`config.mk`:
```
export PLATFORM = sky130hd
export DESIGN_NAME = hostctrl_word_serializer
export DESIGN_NICKNAME = d
export VERILOG_FILES = /design/src/rtl/hostctrl_word_serializer.sv
export SDC_FILE = /design/constraint.sdc
export NUM_CORES = 1
export LEC_CHECK = 0
export BUFFER_PORTS_ARGS = -buffer_cell sky130_fd_sc_hd__buf_2
export CAP_MARGIN = 20
export CORE_MARGIN = 5
export CORE_UTILIZATION = 33
export CTS_CLUSTER_DIAMETER = 50
export DETAILED_ROUTE_END_ITERATION = 6
export GPL_TIMING_DRIVEN = 0
export MAX_ROUTING_LAYER = met4
export PLACE_DENSITY = 0.61
export SETUP_SLACK_MARGIN = 0.02
export SYNTH_ARGS = -nofsm -noshare
export SYNTH_HDL_FRONTEND = slang
export SYNTH_SLANG_ARGS = --single-unit
```
`constraint.sdc`:
```
create_clock -name wb_clk_i -period 4.74 [get_ports wb_clk_i]
set_clock_uncertainty 0.05 [all_clocks]
set_input_delay 0 -clock wb_clk_i [delete_from_list [all_inputs] [get_ports wb_clk_i]]
set_output_delay 0 -clock wb_clk_i [all_outputs]
set_load 0.05 [all_outputs]
```
`src/rtl/hostctrl_word_serializer.sv`:
```
// Streams buffered {address, data} words to host_ctrl one byte at a time over the
// valid/ack_data/next handshake, waiting for a per-word commit before the next word.
module hostctrl_word_serializer #(
  parameter int ADDR_WIDTH  = 32,
  parameter int DATA_WIDTH  = 32,
  parameter int FIFO_DEPTH  = 4,
  parameter int MSB_FIRST   = 0,
  parameter int ACK_TIMEOUT = 0
) (
  input  logic                          wb_clk_i,
  input  logic                          wb_rst_i,
  input  logic                          wr_valid_i,
  output logic                          wr_ready_o,
  input  logic [ADDR_WIDTH-1:0]         wr_addr_i,
  input  logic [DATA_WIDTH-1:0]         wr_data_i,
  input  logic                          wr_last_i,
  output logic [7:0]                    hostctrl_data,
  output logic                          hostctrl_valid,
  input  logic                          hostctrl_ack_data,
  output logic                          hostctrl_next,
  input  logic                          hostctrl_ack,
  output logic                          hostctrl_done,
  output logic                          err_o,
  output logic [$clog2(FIFO_DEPTH):0]   fifo_level_o,
  output logic [31:0]                   words_sent_o
);

  // state    | meaning
  // S_IDLE   | waiting for a buffered word
  // S_ADDR_B | presenting address byte b, waiting for ack_data
  // S_ADDR_N | one-cycle next pulse after an address byte
  // S_DATA_B | presenting data byte b, waiting for ack_data
  // S_DATA_N | one-cycle next pulse after a data byte
  // S_COMMIT | waiting for host_ctrl to commit the whole word
  // S_DONE   | last word committed; sticky until reset
  // S_ERROR  | handshake timed out; sticky until reset

  localparam int NA = ADDR_WIDTH / 8;
  localparam int ND = DATA_WIDTH / 8;
  localparam int PW = $clog2(FIFO_DEPTH);
  localparam logic [31:0] TLOAD = (ACK_TIMEOUT > 0) ? 32'(ACK_TIMEOUT - 1) : 32'd0;

  typedef enum logic [2:0] {
    S_IDLE, S_ADDR_B, S_ADDR_N, S_DATA_B, S_DATA_N, S_COMMIT, S_DONE, S_ERROR
  } state_t;

  state_t                r_state;
  state_t                w_next;
  logic [2:0]            r_bidx;
  logic [ADDR_WIDTH-1:0] r_mem_addr [FIFO_DEPTH];
  logic [DATA_WIDTH-1:0] r_mem_data [FIFO_DEPTH];
  logic                  r_mem_last [FIFO_DEPTH];
  logic [PW-1:0]         r_wptr;
  logic [PW-1:0]         r_rptr;
  logic [PW:0]           r_level;
  logic [31:0]           r_words;
  logic [31:0]           r_tcnt;

  logic                  w_full;
  logic                  w_push;
  logic                  w_pop;
  logic                  w_tc;
  logic [ADDR_WIDTH-1:0] w_head_addr;
  logic [DATA_WIDTH-1:0] w_head_data;
  logic                  w_head_last;
  int                    w_aidx;
  int                    w_didx;
  logic [7:0]            w_abyte;
  logic [7:0]            w_dbyte;

  // A full FIFO refuses pushes even on a popping edge: no pass-through path.
  assign w_full       = (int'(r_level) == FIFO_DEPTH);
  assign wr_ready_o   = !w_full && (r_state != S_DONE) && (r_state != S_ERROR);
  assign w_push       = wr_valid_i && wr_ready_o;
  assign w_pop        = (r_state == S_COMMIT) && hostctrl_ack;
  assign w_tc         = (ACK_TIMEOUT > 0) && (r_tcnt == 32'd0);
  assign w_head_addr  = r_mem_addr[r_rptr];
  assign w_head_data  = r_mem_data[r_rptr];
  assign w_head_last  = r_mem_last[r_rptr];
  assign fifo_level_o = r_level;
  assign words_sent_o = r_words;

  always_comb begin
    w_abyte = 8'd0;
    w_dbyte = 8'd0;
    w_aidx  = (MSB_FIRST != 0) ? (NA - 1 - int'(r_bidx)) : int'(r_bidx);
    w_didx  = (MSB_FIRST != 0) ? (ND - 1 - int'(r_bidx)) : int'(r_bidx);
    for (int k = 0; k < NA; k++) begin
      if (k == w_aidx) w_abyte = w_head_addr[8*k +: 8];
    end
    for (int k = 0; k < ND; k++) begin
      if (k == w_didx) w_dbyte = w_head_data[8*k +: 8];
    end
  end

  always_comb begin
    w_next         = r_state;
    hostctrl_valid = 1'b0;
    hostctrl_next  = 1'b0;
    hostctrl_data  = 8'd0;
    hostctrl_done  = 1'b0;
    err_o          = 1'b0;
    case (r_state)
      S_IDLE: begin
        if (r_level != '0) w_next = S_ADDR_B;
      end
      S_ADDR_B: begin
        hostctrl_valid = 1'b1;
        hostctrl_data  = w_abyte;
        if (hostctrl_ack_data) w_next = S_ADDR_N;
        else if (w_tc)         w_next = S_ERROR;
      end
      S_ADDR_N: begin
        hostctrl_next = 1'b1;
        hostctrl_data = w_abyte;
        w_next = (int'(r_bidx) == NA - 1) ? S_DATA_B : S_ADDR_B;
      end
      S_DATA_B: begin
        hostctrl_valid = 1'b1;
        hostctrl_data  = w_dbyte;
        if (hostctrl_ack_data) w_next = S_DATA_N;
        else if (w_tc)         w_next = S_ERROR;
      end
      S_DATA_N: begin
        hostctrl_next = 1'b1;
        hostctrl_data = w_dbyte;
        w_next = (int'(r_bidx) == ND - 1) ? S_COMMIT : S_DATA_B;
      end
      S_COMMIT: begin
        hostctrl_data = w_dbyte;
        if (hostctrl_ack) w_next = w_head_last ? S_DONE : S_IDLE;
        else if (w_tc)    w_next = S_ERROR;
      end
      S_DONE:  hostctrl_done = 1'b1;
      S_ERROR: err_o = 1'b1;
      default: w_next = S_IDLE;
    endcase
  end

  always_ff @(posedge wb_clk_i) begin
    if (w_push) begin
      r_mem_addr[r_wptr] <= wr_addr_i;
      r_mem_data[r_wptr] <= wr_data_i;
      r_mem_last[r_wptr] <= wr_last_i;
    end
  end

  always_ff @(posedge wb_clk_i) begin
    if (wb_rst_i) begin
      r_state <= S_IDLE;
      r_bidx  <= 3'd0;
      r_wptr  <= '0;
      r_rptr  <= '0;
      r_level <= '0;
      r_words <= 32'd0;
      r_tcnt  <= TLOAD;
    end else begin
      r_state <= w_next;
      if (w_push) r_wptr <= r_wptr + 1'b1;
      if (w_pop) begin
        r_rptr  <= r_rptr + 1'b1;
        r_words <= r_words + 32'd1;
      end
      case ({w_push, w_pop})
        2'b10:   r_level <= r_level + 1'b1;
        2'b01:   r_level <= r_level - 1'b1;
        default: r_level <= r_level;
      endcase
      case (r_state)
        S_ADDR_N: r_bidx <= (int'(r_bidx) == NA - 1) ? 3'd0 : r_bidx + 3'd1;
        S_DATA_N: if (int'(r_bidx) != ND - 1) r_bidx <= r_bidx + 3'd1;
        S_COMMIT: if (hostctrl_ack) r_bidx <= 3'd0;
        default:  r_bidx <= r_bidx;
      endcase
      // Timeout down-counter reloads on every state change and runs only while waiting on the host.
      if (w_next != r_state) r_tcnt <= TLOAD;
      else if ((r_state == S_ADDR_B || r_state == S_DATA_B || r_state == S_COMMIT) && r_tcnt != 32'd0)
        r_tcnt <= r_tcnt - 32'd1;
    end
  end

endmodule

```
# Word level (Yosys, flattened, before mapping)
# Memories as Yosys holds them, arrays and structs flattened. A register that Yosys moved wholly into a read port is not among the register bits.
# Index checks and enable logic that the tools add are counted.
# W data, S select, Z words.
# totals
reg_bits	45
ramBits	260
in_bits	70
out_inout_bits	48
elab_cells	88
mem_count	3
# op_classes
n_addsub	6
n_eq_ne	22
n_mux	34
n_reduce_logical	17
# memory_table
name	words	width	rd	rd_clocked_by_memory_dff	wr	line_no	text
r_mem_addr	4	32	1	1	1	50	logic [ADDR_WIDTH-1:0] r_mem_addr [FIFO_DEPTH];
r_mem_data	4	32	1	1	1	51	logic [DATA_WIDTH-1:0] r_mem_data [FIFO_DEPTH];
r_mem_last	4	1	1	1	1	52	logic r_mem_last [FIFO_DEPTH];
# op_table
operator	n
$mux W8	8
$add A32 B1 Y32 const B	1
$mux W3	9
$eq A3 B3 Y1 const B	6
$pmux W3 S6	1
$pmux W8 S2	1
$mux W2	7
$ne A2 B2 Y1 const B	5
$ne A3 B3 Y1 const B	3
$pmux W3 S3	1
$add A3 B1 Y3 const B	2
$eq A3 B2 Y1 const B	2
$eq A3 B3 Y1 const A	2
$logic_not A3 Y1	2
$mux W1	6
$pmux W3 S2	1
$reduce_bool A3 Y1	2
$reduce_bool A6 Y1	1
$reduce_or A2 Y1	3
$reduce_and A5 Y1	1
$add A2 B1 Y2 const B	2
$logic_and A1 B1 Y1	4
$eq A2 B3 Y1 const A	1
$eq A3 B1 Y1 const B	1
7 further kinds	7

# Depth between registers and ports, before layout
# Gate-level depths: netlist of the first run.
# logic_depth
depth_word	7
mapped_depth	10
ltp_nobuf	9

# Least setup slack after synthesis of the first run
# OpenSTA, ideal clock, no wires.
# synth_timing
path_type	register to register
from	reg r_level[0] (netlist: fifo_level_o[0])
to	mem r_mem_addr[0][0], enable pin
setup_time_ns	0.430
arrival_ns	3.903
t_required_ns	4.260
slack_ns	0.357
stages_incl_launch_ff	4
n_path_buf	0
period_less_slack_ns	4.383
cell_sequence	dfxtp_1 nor2_1 a21boi_0 and3_1
# synth_via
elab_chain_cells	7
# synth_lines
item	line_no	text
start: declaration	55	logic [PW:0] r_level;
start signal: assignment	165	2'b10: r_level <= r_level + 1'b1;
start signal: assignment	166	2'b01: r_level <= r_level - 1'b1;
start signal: assignment	167	default: r_level <= r_level;
$eq A3 B3 Y1	72	assign w_full = (int'(r_level) == FIFO_DEPTH);
$logic_not A1 Y1	73	assign wr_ready_o = !w_full && (r_state != S_DONE) && (r_state != S_ERROR);
$logic_and A1 B1 Y1 (2 in series)	73	
via wr_ready_o	13	output logic wr_ready_o,
$logic_and A1 B1 Y1	74	assign w_push = wr_valid_i && wr_ready_o;
$mux W1	141	if (w_push) begin
$mux W1 (not written as such)	142	r_mem_addr[r_wptr] <= wr_addr_i;
end: declaration	50	
# The timed path passes the listed nets, and every way through them passes these cells.

==> impl_metrics.xml, run 1 <==
<?xml version="1.0" encoding="UTF-8"?>
<metrics>
  <group name="final_layout">
    <metric name="drive_gt1_frac" unit="">0.247</metric>
    <metric name="num-nets-final" unit="">1059</metric>
    <metric name="area_growth_from_synthesis_to_final_layout" unit="%">26.0</metric>
    <metric name="n_fill_cell" unit="">3329</metric>
    <metric name="post-route-util" unit="">0.423</metric>
  </group>
  <group name="place">
    <metric name="gp_routability_congestion" unit="">0.752</metric>
    <metric name="place.port_buffers" unit="">117</metric>
    <metric name="hpwl" unit="mm">19.5</metric>
  </group>
  <group name="flow_run">
    <metric name="maxCapViolations" unit="">0</metric>
  </group>
  <group name="cts">
    <metric name="cts_buf_count" unit="">38</metric>
    <metric name="clock_tree_from_tritoncts" unit="">yes</metric>
    <metric name="cts.reportedPaths.clkPinSlew" unit="ps">60</metric>
    <metric name="post-cts-setup-buffer-count" unit="">0</metric>
    <metric name="worstSkewPairLatency" unit="ps">520</metric>
    <metric name="cts_max_level" unit="">2</metric>
    <metric name="cts_num_sinks" unit="">307</metric>
    <metric name="clk_path_buf_depth" unit="">3</metric>
    <metric name="clock_tree.root_cell" unit="">sky130_fd_sc_hd__clkbuf_16</metric>
  </group>
  <group name="global_routing">
    <metric name="wire_length_of_the_first_global_routing_pass" unit="mm">44.2</metric>
    <metric name="gr-usage-all-layers" unit="">0.141</metric>
    <metric name="vias_in_the_first_global_route" unit="">7408</metric>
    <metric name="grt_max_degree" unit="">40</metric>
    <metric name="globalRoute.totalOverflow" unit="">0</metric>
    <metric name="grt_antenna_before_repair" unit="">2</metric>
  </group>
  <group name="logic_synthesis">
    <metric name="postSynth.topFlopCell" unit="">sky130_fd_sc_hd__edfxtp_1</metric>
    <metric name="synth_cell_type_count" unit="">55</metric>
    <metric name="postSynthRegisterBits" unit="">307</metric>
    <metric name="avgSynthCellArea" unit="um^2">16.6</metric>
    <metric name="ys_seq_area_frac" unit="">0.708</metric>
    <metric name="async_flop_share" unit="">0</metric>
    <metric name="ys.warnings.count" unit="">0</metric>
    <metric name="number_of_flops_mapped_to_enable_cells_by_yosys" unit="">260</metric>
    <metric name="netlist_instances" unit="">745</metric>
    <metric name="mappedNetlistNets" unit="">828</metric>
    <metric name="post_synthesis_instance_area" unit="um^2">12300</metric>
  </group>
  <group name="sta">
    <metric name="fmaxAchievable" unit="MHz">271</metric>
    <metric name="tightestPinTransition" unit="ps">963</metric>
    <metric name="setup_tns_after_final_layout" unit="ps">0</metric>
    <metric name="final_critical_path_time_including_i_o_delays_and_setup" unit="ps">3690</metric>
    <metric name="worst_slew_margin_rel" unit="">0.351</metric>
    <metric name="slew_violations" unit="">0</metric>
    <metric name="final.period_utilization" unit="">0.779</metric>
    <metric name="whs" unit="ps">168</metric>
    <metric name="timing.final.hold_violations" unit="">0</metric>
    <metric name="rsz_0062_raised_after_global_routing" unit="">no</metric>
    <metric name="setup_viol" unit="">0</metric>
  </group>
  <group name="setup_path">
    <metric name="critical_path_class" unit="">reg2out</metric>
    <metric name="worstSetupStartpointType" unit="">register</metric>
    <metric name="most_numerous_cell_on_the_critical_path" unit="">sky130_fd_sc_hd__buf_2</metric>
    <metric name="cp-end-kind" unit="">output port</metric>
    <metric name="crit_fanout" unit="">10</metric>
    <metric name="worst-r2r-cell-count" unit="">10</metric>
    <metric name="timing.critical_path.arrival" unit="ps">3640</metric>
    <metric name="timing.critical_path.slowest_stage_cell" unit="">sky130_fd_sc_hd__buf_1</metric>
    <metric name="worstPathRequired" unit="ps">4690</metric>
    <metric name="timing.critical_path.cells" unit="">buf_2 &gt; buf_2 &gt; buf_1 &gt; a2111oi_0 &gt; a311oi_1 &gt; o221ai_1 &gt; a32oi_1 &gt; buf_2</metric>
    <metric name="critical_path_max_stage_delay" unit="ps">620</metric>
  </group>
  <group name="power">
    <metric name="power.total" unit="mW">6.36</metric>
    <metric name="power.ir.vdd_worst" unit="mV">0.304</metric>
    <metric name="power_leakage" unit="nW">5.26</metric>
    <metric name="p_per_area" unit="nW/um^2">409</metric>
  </group>
  <group name="routing">
    <metric name="drt_first_pass_iters" unit="">6</metric>
    <metric name="dr.first_iter.drc_count" unit="">454</metric>
    <metric name="drt-wirelength-per-cell" unit="um">19.6</metric>
    <metric name="drt-vias-per-instance" unit="">5.01</metric>
    <metric name="detailroute.via_count" unit="">7384</metric>
    <metric name="detail_route.drc_violations" unit="">0</metric>
    <metric name="antenna_left" unit="">0</metric>
    <metric name="routed_wl" unit="mm">28.9</metric>
  </group>
  <group name="die">
    <metric name="ioPinCount" unit="">118</metric>
    <metric name="die-area" unit="um^2">41400</metric>
    <metric name="row_count" unit="">70</metric>
    <metric name="chipHeight" unit="um">203</metric>
    <metric name="chipWidth" unit="um">203</metric>
    <metric name="core" unit="um^2">36800</metric>
    <metric name="initial_utilization" unit="">0.336</metric>
  </group>
  <group name="worst_hold_path">
    <metric name="hold_path_class" unit="">in2reg</metric>
    <metric name="worst_hold_path.num_cells" unit="">2</metric>
  </group>
  <group name="run_status">
    <metric name="status" unit="">completed</metric>
  </group>
</metrics>
per-stage QoR:
step	std cells	worst slack, ps	cell area (um^2)
after floorplan	745	357	12300
after global placement	1330	317	13500
after detailed placement	1334	1620	13600
after CTS	1471	998	15500
after global routing	1473	764	15600
final	1473	1050	15600
routing by layer:
metal  global-route usage  wire length [um]  vias up
met5                    -                 0        -
met4               0.0335               483        0
met3               0.0286              1620       34
met2                0.227             14100      193
met1                0.186             12700     3742
li1                     -                 -     3415
area by class of cell:
| type | count | area [um^2] | share of cell area |
|---|---|---|---|
| flip-flops and latches | 307 | 8750 | 0.562 |
| diodes | 2 | 5.00 | 0.000322 |
| multi-input cells | 381 | 3370 | 0.217 |
| clock inverters | 20 | 191 | 0.0123 |
| plain buffers | 43 | 195 | 0.0125 |
| clock buffers | 47 | 1020 | 0.0653 |
| inverters | 14 | 52.6 | 0.00338 |
| repair buffers | 191 | 1390 | 0.0893 |
| well taps | 468 | 586 | 0.0376 |
Yosys cell counts, types with 4 or more instances:
cell / count / area (um^2)
sky130_fd_sc_hd__nor3_1: 10 / 50.1
sky130_fd_sc_hd__a22oi_1: 8 / 60.1
sky130_fd_sc_hd__nor2_1: 51 / 191
sky130_fd_sc_hd__a211o_1: 7 / 61.3
sky130_fd_sc_hd__edfxtp_1: 260 / 7810
sky130_fd_sc_hd__mux2i_1: 31 / 310
sky130_fd_sc_hd__dfxtp_1: 47 / 941
sky130_fd_sc_hd__o211ai_1: 10 / 75.1
sky130_fd_sc_hd__and3_1: 7 / 43.8
sky130_fd_sc_hd__o221ai_1: 5 / 43.8
sky130_fd_sc_hd__nor4_1: 9 / 56.3
sky130_fd_sc_hd__mux4_2: 48 / 1080
sky130_fd_sc_hd__a21oi_1: 16 / 80.1
sky130_fd_sc_hd__ha_1: 12 / 150
sky130_fd_sc_hd__o21ai_0: 11 / 55.1
sky130_fd_sc_hd__xnor2_1: 25 / 219
sky130_fd_sc_hd__nand4_1: 5 / 31.3
sky130_fd_sc_hd__xor2_1: 8 / 70.1
sky130_fd_sc_hd__nand2_1: 31 / 116
sky130_fd_sc_hd__a2111oi_0: 5 / 43.8
sky130_fd_sc_hd__buf_1: 6 / 22.5
sky130_fd_sc_hd__o22ai_1: 12 / 75.1
sky130_fd_sc_hd__and4_1: 4 / 35.0
sky130_fd_sc_hd__nor2b_1: 11 / 68.8
sky130_fd_sc_hd__a32oi_1: 5 / 43.8
sky130_fd_sc_hd__nand3_1: 11 / 55.1
sky130_fd_sc_hd__buf_2: 8 / 40.0
sky130_fd_sc_hd__inv_1: 13 / 48.8
sky130_fd_sc_hd__clkbuf_1: 24 / 90.1
sky130_fd_sc_hd__a311oi_1: 5 / 43.8
cell usage in the layout (no fill, tap or decap), drive strengths merged, types with 11 or more instances in the layout:
cell type	instances
edfxtp	260
buf	139
clkbuf	72
dlygate4sd3	70
nor2	51
mux4	48
dfxtp	47
nand2	31
mux2i	31
xnor2	25
inv	18
a21oi	16
o22ai	12
ha	12
clkinv	12
nor2b	11
o21ai	11
nand3	11
logic make-up after synthesis:
logic type | after synthesis | synth area share
DFF | 307 | 0.708
and+or+nand+nor | 159 | 0.0662
AOI/OAI and AO/OA | 96 | 0.0545
muxes | 80 | 0.114
buffers and inverters | 57 | 0.0201
xor gates and xnor gates | 33 | 0.0234
adders and majority gates | 13 | 0.0138
final timing paths:
path                           startpoint                            to  slack (ps)
max                              register              hostctrl_data[7]        1050
max reg2reg       r_state[2]$_SDFFE_PP0P_  fifo_level_o[2]$_SDFFE_PP0P_        2000
min reg2reg  words_sent_o[1]$_SDFFE_PP0P_  words_sent_o[1]$_SDFFE_PP0P_         450
min                         wr_data_i[26]   r_mem_data[1][26]$_DFFE_PP_         170
worst max-delay path: cells and delay by family (launching register included):
| kind | cells | cell delay, ps |
|---|---|---|
| buffers and inverters | 4 | 1540 |
| AOI/OAI and AO/OA | 4 | 1270 |
| DFF | 1 | 290 |
registers in the layout (all words and copies together) (netlist names), named ones only:
register and cells:
r_rptr 2, r_state 3, r_mem_addr 128, r_mem_data 128, r_mem_last 4, r_bidx 3
r_wptr 2, words_sent_o 32, fifo_level_o 3
power by group:
group          internal, mW  switching, mW  leakage [nW]  total (mW)
logic                 0.191          0.329          1.91       0.520
clock network          1.65           1.11         0.589        2.76
registers              3.05         0.0284          2.77        3.08
repair_timing:
item | CTS | global route
setup endpoints to repair | 0 | 0
hold buffers | 70 | 0
endpoints found under the hold margin | 272 | 0
gates resized for setup | 0 | 0
Power figures use the tool's default switching activity.
==> inputs of run 2 (changes only) <==
--- a/config.mk
+++ b/config.mk
@@ -5,6 +5,7 @@
 export SDC_FILE = /design/constraint.sdc
 export NUM_CORES = 1
 export LEC_CHECK = 0
+export ABC_AREA = 1
 export BUFFER_PORTS_ARGS = -buffer_cell sky130_fd_sc_hd__buf_2
 export CAP_MARGIN = 20
 export CORE_MARGIN = 5
@@ -13,7 +14,7 @@
 export DETAILED_ROUTE_END_ITERATION = 6
 export GPL_TIMING_DRIVEN = 0
 export MAX_ROUTING_LAYER = met4
-export PLACE_DENSITY = 0.61
+export PLACE_DENSITY = 0.6
 export SETUP_SLACK_MARGIN = 0.02
 export SYNTH_ARGS = -nofsm -noshare
 export SYNTH_HDL_FRONTEND = slang
==> constraint.sdc (replaced) <==
create_clock -name wb_clk_i -period 3.65 [get_ports wb_clk_i]
set_clock_uncertainty 0.05 [all_clocks]
set_input_delay 0 -clock wb_clk_i [delete_from_list [all_inputs] [get_ports wb_clk_i]]
set_output_delay 0 -clock wb_clk_i [all_outputs]
set_load 0.05 [all_outputs]
==> run 2 against run 1 <==
Compared with the run above: clock-buffer cell count is 4 lower; clock power grew 34%; sequential share of layout area is 3.3 points lower; non-clock buffer count increased by 17; sequential power up 30%; synthesized area up 6.4%; critical path depth rose by 1; routed wire length is 22% higher; first-iteration DRC count is 88% higher; critical path type unchanged; synthesized cell count up 73%.
==> impl_metrics.xml, run 2 <==
<?xml version="1.0" encoding="UTF-8"?>
<metrics>
  <group name="logic_synthesis">
    <metric name="post-synth-top-area-fraction" unit="">0.594</metric>
    <metric name="synth_top_family_by_area" unit="">simple AND/OR/NAND/NOR gates</metric>
    <metric name="number_of_flops_mapped_to_enable_cells_by_yosys" unit="">260</metric>
    <metric name="post_synthesis_instance_area" unit="um^2">13100</metric>
    <metric name="netlist.top_cell.by_area" unit="">sky130_fd_sc_hd__edfxtp_1</metric>
    <metric name="ys_seq_area_frac" unit="">0.666</metric>
    <metric name="synth_cell_type_count" unit="">34</metric>
    <metric name="ys_top_cells_by_area" unit="">sky130_fd_sc_hd__edfxtp_1 59%, sky130_fd_sc_hd__nand2_1 12%, sky130_fd_sc_hd__dfxtp_1 7.2%, sky130_fd_sc_hd__nand3_1 6.2%, sky130_fd_sc_hd__nor2_1 3.2%</metric>
    <metric name="synthAdderAreaFrac" unit="">0.0130</metric>
    <metric name="multiplexer_share_of_the_synthesized_area" unit="">0</metric>
    <metric name="mappedNetlistNets" unit="">1371</metric>
    <metric name="netlist_instances" unit="">1288</metric>
    <metric name="postSynth.topFlopCell" unit="">sky130_fd_sc_hd__edfxtp_1</metric>
    <metric name="synthXorXnorAreaFrac" unit="">0.00333</metric>
    <metric name="synth-simple-area-share" unit="">0.228</metric>
    <metric name="ys_top_cells_by_count" unit="">407 x sky130_fd_sc_hd__nand2_1, 260 x sky130_fd_sc_hd__edfxtp_1, 164 x sky130_fd_sc_hd__nand3_1, 111 x sky130_fd_sc_hd__nor2_1, 71 x sky130_fd_sc_hd__inv_1</metric>
    <metric name="synth_compound_area_frac" unit="">0.0464</metric>
    <metric name="yosysMostFrequentCell" unit="">sky130_fd_sc_hd__nand2_1</metric>
    <metric name="ys.warnings.count" unit="">0</metric>
    <metric name="postSynthRegisterBits" unit="">307</metric>
    <metric name="avgSynthCellArea" unit="um^2">10.2</metric>
    <metric name="async_flop_share" unit="">0</metric>
  </group>
  <group name="cts">
    <metric name="clock_tree_from_tritoncts" unit="">yes</metric>
    <metric name="cts_buf_count" unit="">38</metric>
    <metric name="cts_num_sinks" unit="">307</metric>
    <metric name="cts_max_level" unit="">2</metric>
    <metric name="post-cts-setup-buffer-count" unit="">0</metric>
    <metric name="worstSkewPairLatency" unit="ps">550</metric>
    <metric name="clock_tree.root_cell" unit="">sky130_fd_sc_hd__clkbuf_16</metric>
    <metric name="clk_path_buf_depth" unit="">3</metric>
    <metric name="cts.reportedPaths.clkPinSlew" unit="ps">60</metric>
  </group>
  <group name="setup_path">
    <metric name="timing.critical_path.arrival" unit="ps">3220</metric>
    <metric name="critical_path_class" unit="">reg2out</metric>
    <metric name="cp.buffers_inverters" unit="">3</metric>
    <metric name="cp-end-kind" unit="">output port</metric>
    <metric name="crit_fanout" unit="">10</metric>
    <metric name="worstSetupStartpointType" unit="">register</metric>
    <metric name="critPathTopFamily" unit="">buffers and inverters</metric>
    <metric name="timing.critical_path.slowest_stage_cell" unit="">sky130_fd_sc_hd__clkbuf_1</metric>
    <metric name="critical_path_max_stage_delay" unit="ps">570</metric>
    <metric name="timing.critical_path.cells" unit="">inv_1 &gt; ha_1 &gt; nor3_1 &gt; clkbuf_1 &gt; nand3_1 &gt; nand3_1 &gt; a21oi_1 &gt; a21oi_1 &gt; buf_2</metric>
    <metric name="worstPathRequired" unit="ps">3600</metric>
  </group>
  <group name="place">
    <metric name="hpwl" unit="mm">24.0</metric>
    <metric name="place.port_buffers" unit="">117</metric>
    <metric name="place_worst_setup_slack" unit="ps">744</metric>
    <metric name="gp_routability_congestion" unit="">0.868</metric>
  </group>
  <group name="run_status">
    <metric name="status" unit="">completed</metric>
  </group>
  <group name="sta">
    <metric name="rsz_0062_raised_after_global_routing" unit="">no</metric>
    <metric name="fmaxAchievable" unit="MHz">306</metric>
    <metric name="timing.final.ws_setup" unit="ps">384</metric>
    <metric name="slew_violations" unit="">0</metric>
    <metric name="tightestPinTransition" unit="ps">879</metric>
    <metric name="setup_tns_after_final_layout" unit="ps">0</metric>
    <metric name="final.period_utilization" unit="">0.895</metric>
    <metric name="whs" unit="ps">65.3</metric>
    <metric name="worst_slew_margin_rel" unit="">0.412</metric>
    <metric name="timing.final.hold_violations" unit="">0</metric>
    <metric name="setup_viol" unit="">0</metric>
    <metric name="final_critical_path_time_including_i_o_delays_and_setup" unit="ps">3270</metric>
  </group>
  <group name="global_routing">
    <metric name="vias_in_the_first_global_route" unit="">9746</metric>
    <metric name="grt_antenna_before_repair" unit="">3</metric>
    <metric name="grt_use_met2" unit="">0.265</metric>
    <metric name="global_route.usage.met1" unit="">0.206</metric>
    <metric name="gr-usage-all-layers" unit="">0.162</metric>
    <metric name="grt_max_degree" unit="">28</metric>
    <metric name="grt.busiest_layer" unit="">met2</metric>
    <metric name="use_met3" unit="">0.0269</metric>
    <metric name="wire_length_of_the_first_global_routing_pass" unit="mm">54.4</metric>
    <metric name="globalRoute.totalOverflow" unit="">0</metric>
  </group>
  <group name="power">
    <metric name="power.ir.vdd_worst" unit="mV">0.395</metric>
    <metric name="power.share.combinational" unit="">0.120</metric>
    <metric name="clock_power_share" unit="">0.422</metric>
    <metric name="p_per_area" unit="nW/um^2">530</metric>
    <metric name="power.total" unit="mW">8.76</metric>
    <metric name="seq_power_share" unit="">0.457</metric>
    <metric name="power_leakage" unit="nW">6.35</metric>
    <metric name="p_sw" unit="mW">2.29</metric>
    <metric name="internal_power" unit="mW">6.47</metric>
    <metric name="switching_share" unit="">0.262</metric>
  </group>
  <group name="final_layout">
    <metric name="mostFrequentLayoutCell" unit="">sky130_fd_sc_hd__nand2_1</metric>
    <metric name="drive_gt1_frac" unit="">0.157</metric>
    <metric name="most-common-layout-cells" unit="">407 x sky130_fd_sc_hd__nand2_1, 260 x sky130_fd_sc_hd__edfxtp_1, 164 x sky130_fd_sc_hd__nand3_1, 146 x sky130_fd_sc_hd__buf_2, 107 x sky130_fd_sc_hd__nor2_1</metric>
    <metric name="area_growth_from_synthesis_to_final_layout" unit="%">25.9</metric>
    <metric name="num-nets-final" unit="">1605</metric>
    <metric name="post-route-util" unit="">0.418</metric>
  </group>
  <group name="routing">
    <metric name="drt_first_pass_iters" unit="">6</metric>
    <metric name="detail_route.drc_violations" unit="">0</metric>
    <metric name="dr.first_iter.drc_count" unit="">855</metric>
    <metric name="drt-vias-per-instance" unit="">4.79</metric>
    <metric name="antenna_left" unit="">0</metric>
    <metric name="detailroute.via_count" unit="">9963</metric>
    <metric name="routed_wl" unit="mm">35.4</metric>
    <metric name="drt-wirelength-per-cell" unit="um">17.0</metric>
  </group>
  <group name="flow_run">
    <metric name="maxCapViolations" unit="">0</metric>
  </group>
  <group name="die">
    <metric name="chipWidth" unit="um">210</metric>
    <metric name="die-area" unit="um^2">43900</metric>
    <metric name="chipHeight" unit="um">210</metric>
    <metric name="row_count" unit="">73</metric>
    <metric name="ioPinCount" unit="">118</metric>
    <metric name="initial_utilization" unit="">0.332</metric>
    <metric name="core" unit="um^2">39500</metric>
  </group>
  <group name="worst_hold_path">
    <metric name="hold_path_class" unit="">in2reg</metric>
  </group>
</metrics>
[run 2: area by class of cell]
| type | count | area (um^2) |
|---|---|---|
| Multi-Input combinational cell | 849 | 3860 |
| Clock buffer | 43 | 990 |
| Timing Repair Buffer | 194 | 1450 |
| Fill cell | 3729 | 23000 |
| Tap cell | 525 | 657 |
| Buffer | 57 | 288 |
| Sequential cell | 307 | 8750 |
| Inverter | 75 | 282 |
| Antenna cell | 3 | 7.51 |
| Clock inverter | 26 | 260 |
[run 2: worst paths after layout]
check	start	endpoint	slack [ps]	cells past startpoint
worst min-delay path	wr_valid_i	r_wptr[0]$_SDFFE_PP0P_	70	3
worst max-delay path	r_bidx[1]$_SDFFE_PP0P_	hostctrl_data[0]	380	9
worst max register to register	r_state[2]$_SDFFE_PP0P_	r_mem_data[2][20]$_DFFE_PP_	830	8
worst min register to register	words_sent_o[7]$_SDFFE_PP0P_	words_sent_o[7]$_SDFFE_PP0P_	430	2
[run 2: through the flow]
step / area (um^2) / instances
after global routing: 16500 / 2079
final: 16500 / 2079
after floorplan: 13200 / 1288
after global placement: 14400 / 1930
after CTS: 16500 / 2076
after detailed placement: 14600 / 1938
[run 2: routing by layer]
metal  part of all wire  wire, um
met3              0.057      2030
met5                  0         0
met2               0.48     17100
met1               0.43     15200
met4              0.030      1050
[run 2: cell families after synthesis]
logic type | after synthesis
and+or+nand+nor | 714
DFF | 307
AOI/OAI and AO/OA | 117
adders and majority gates | 13
xor gates and xnor gates | 5
buffers and inverters | 132
[run 2: power by group through the flow]
stage / combinational [mW] / sequential (mW) / clock, mW
after CTS: 1.05 / 4.01 / 3.76
final: 1.06 / 4.01 / 3.70
after global placement: 0.952 / 4.08 / 0
after floorplan: 0.594 / 4.08 / 0
after detailed placement: 0.990 / 4.08 / 0
after global routing: 1.14 / 4.02 / 3.93
[run 2: repair_timing]
action,4_1_cts,5_1_grt
endpoints found under the hold margin,278,0
hold buffers,69,0
resized for setup,0,0
[run 2: tightest hold or removal path, cell delays in order]
cell and delay, ps:
sky130_fd_sc_hd__buf_2 70, sky130_fd_sc_hd__nand2_1 300, sky130_fd_sc_hd__a21oi_1 240
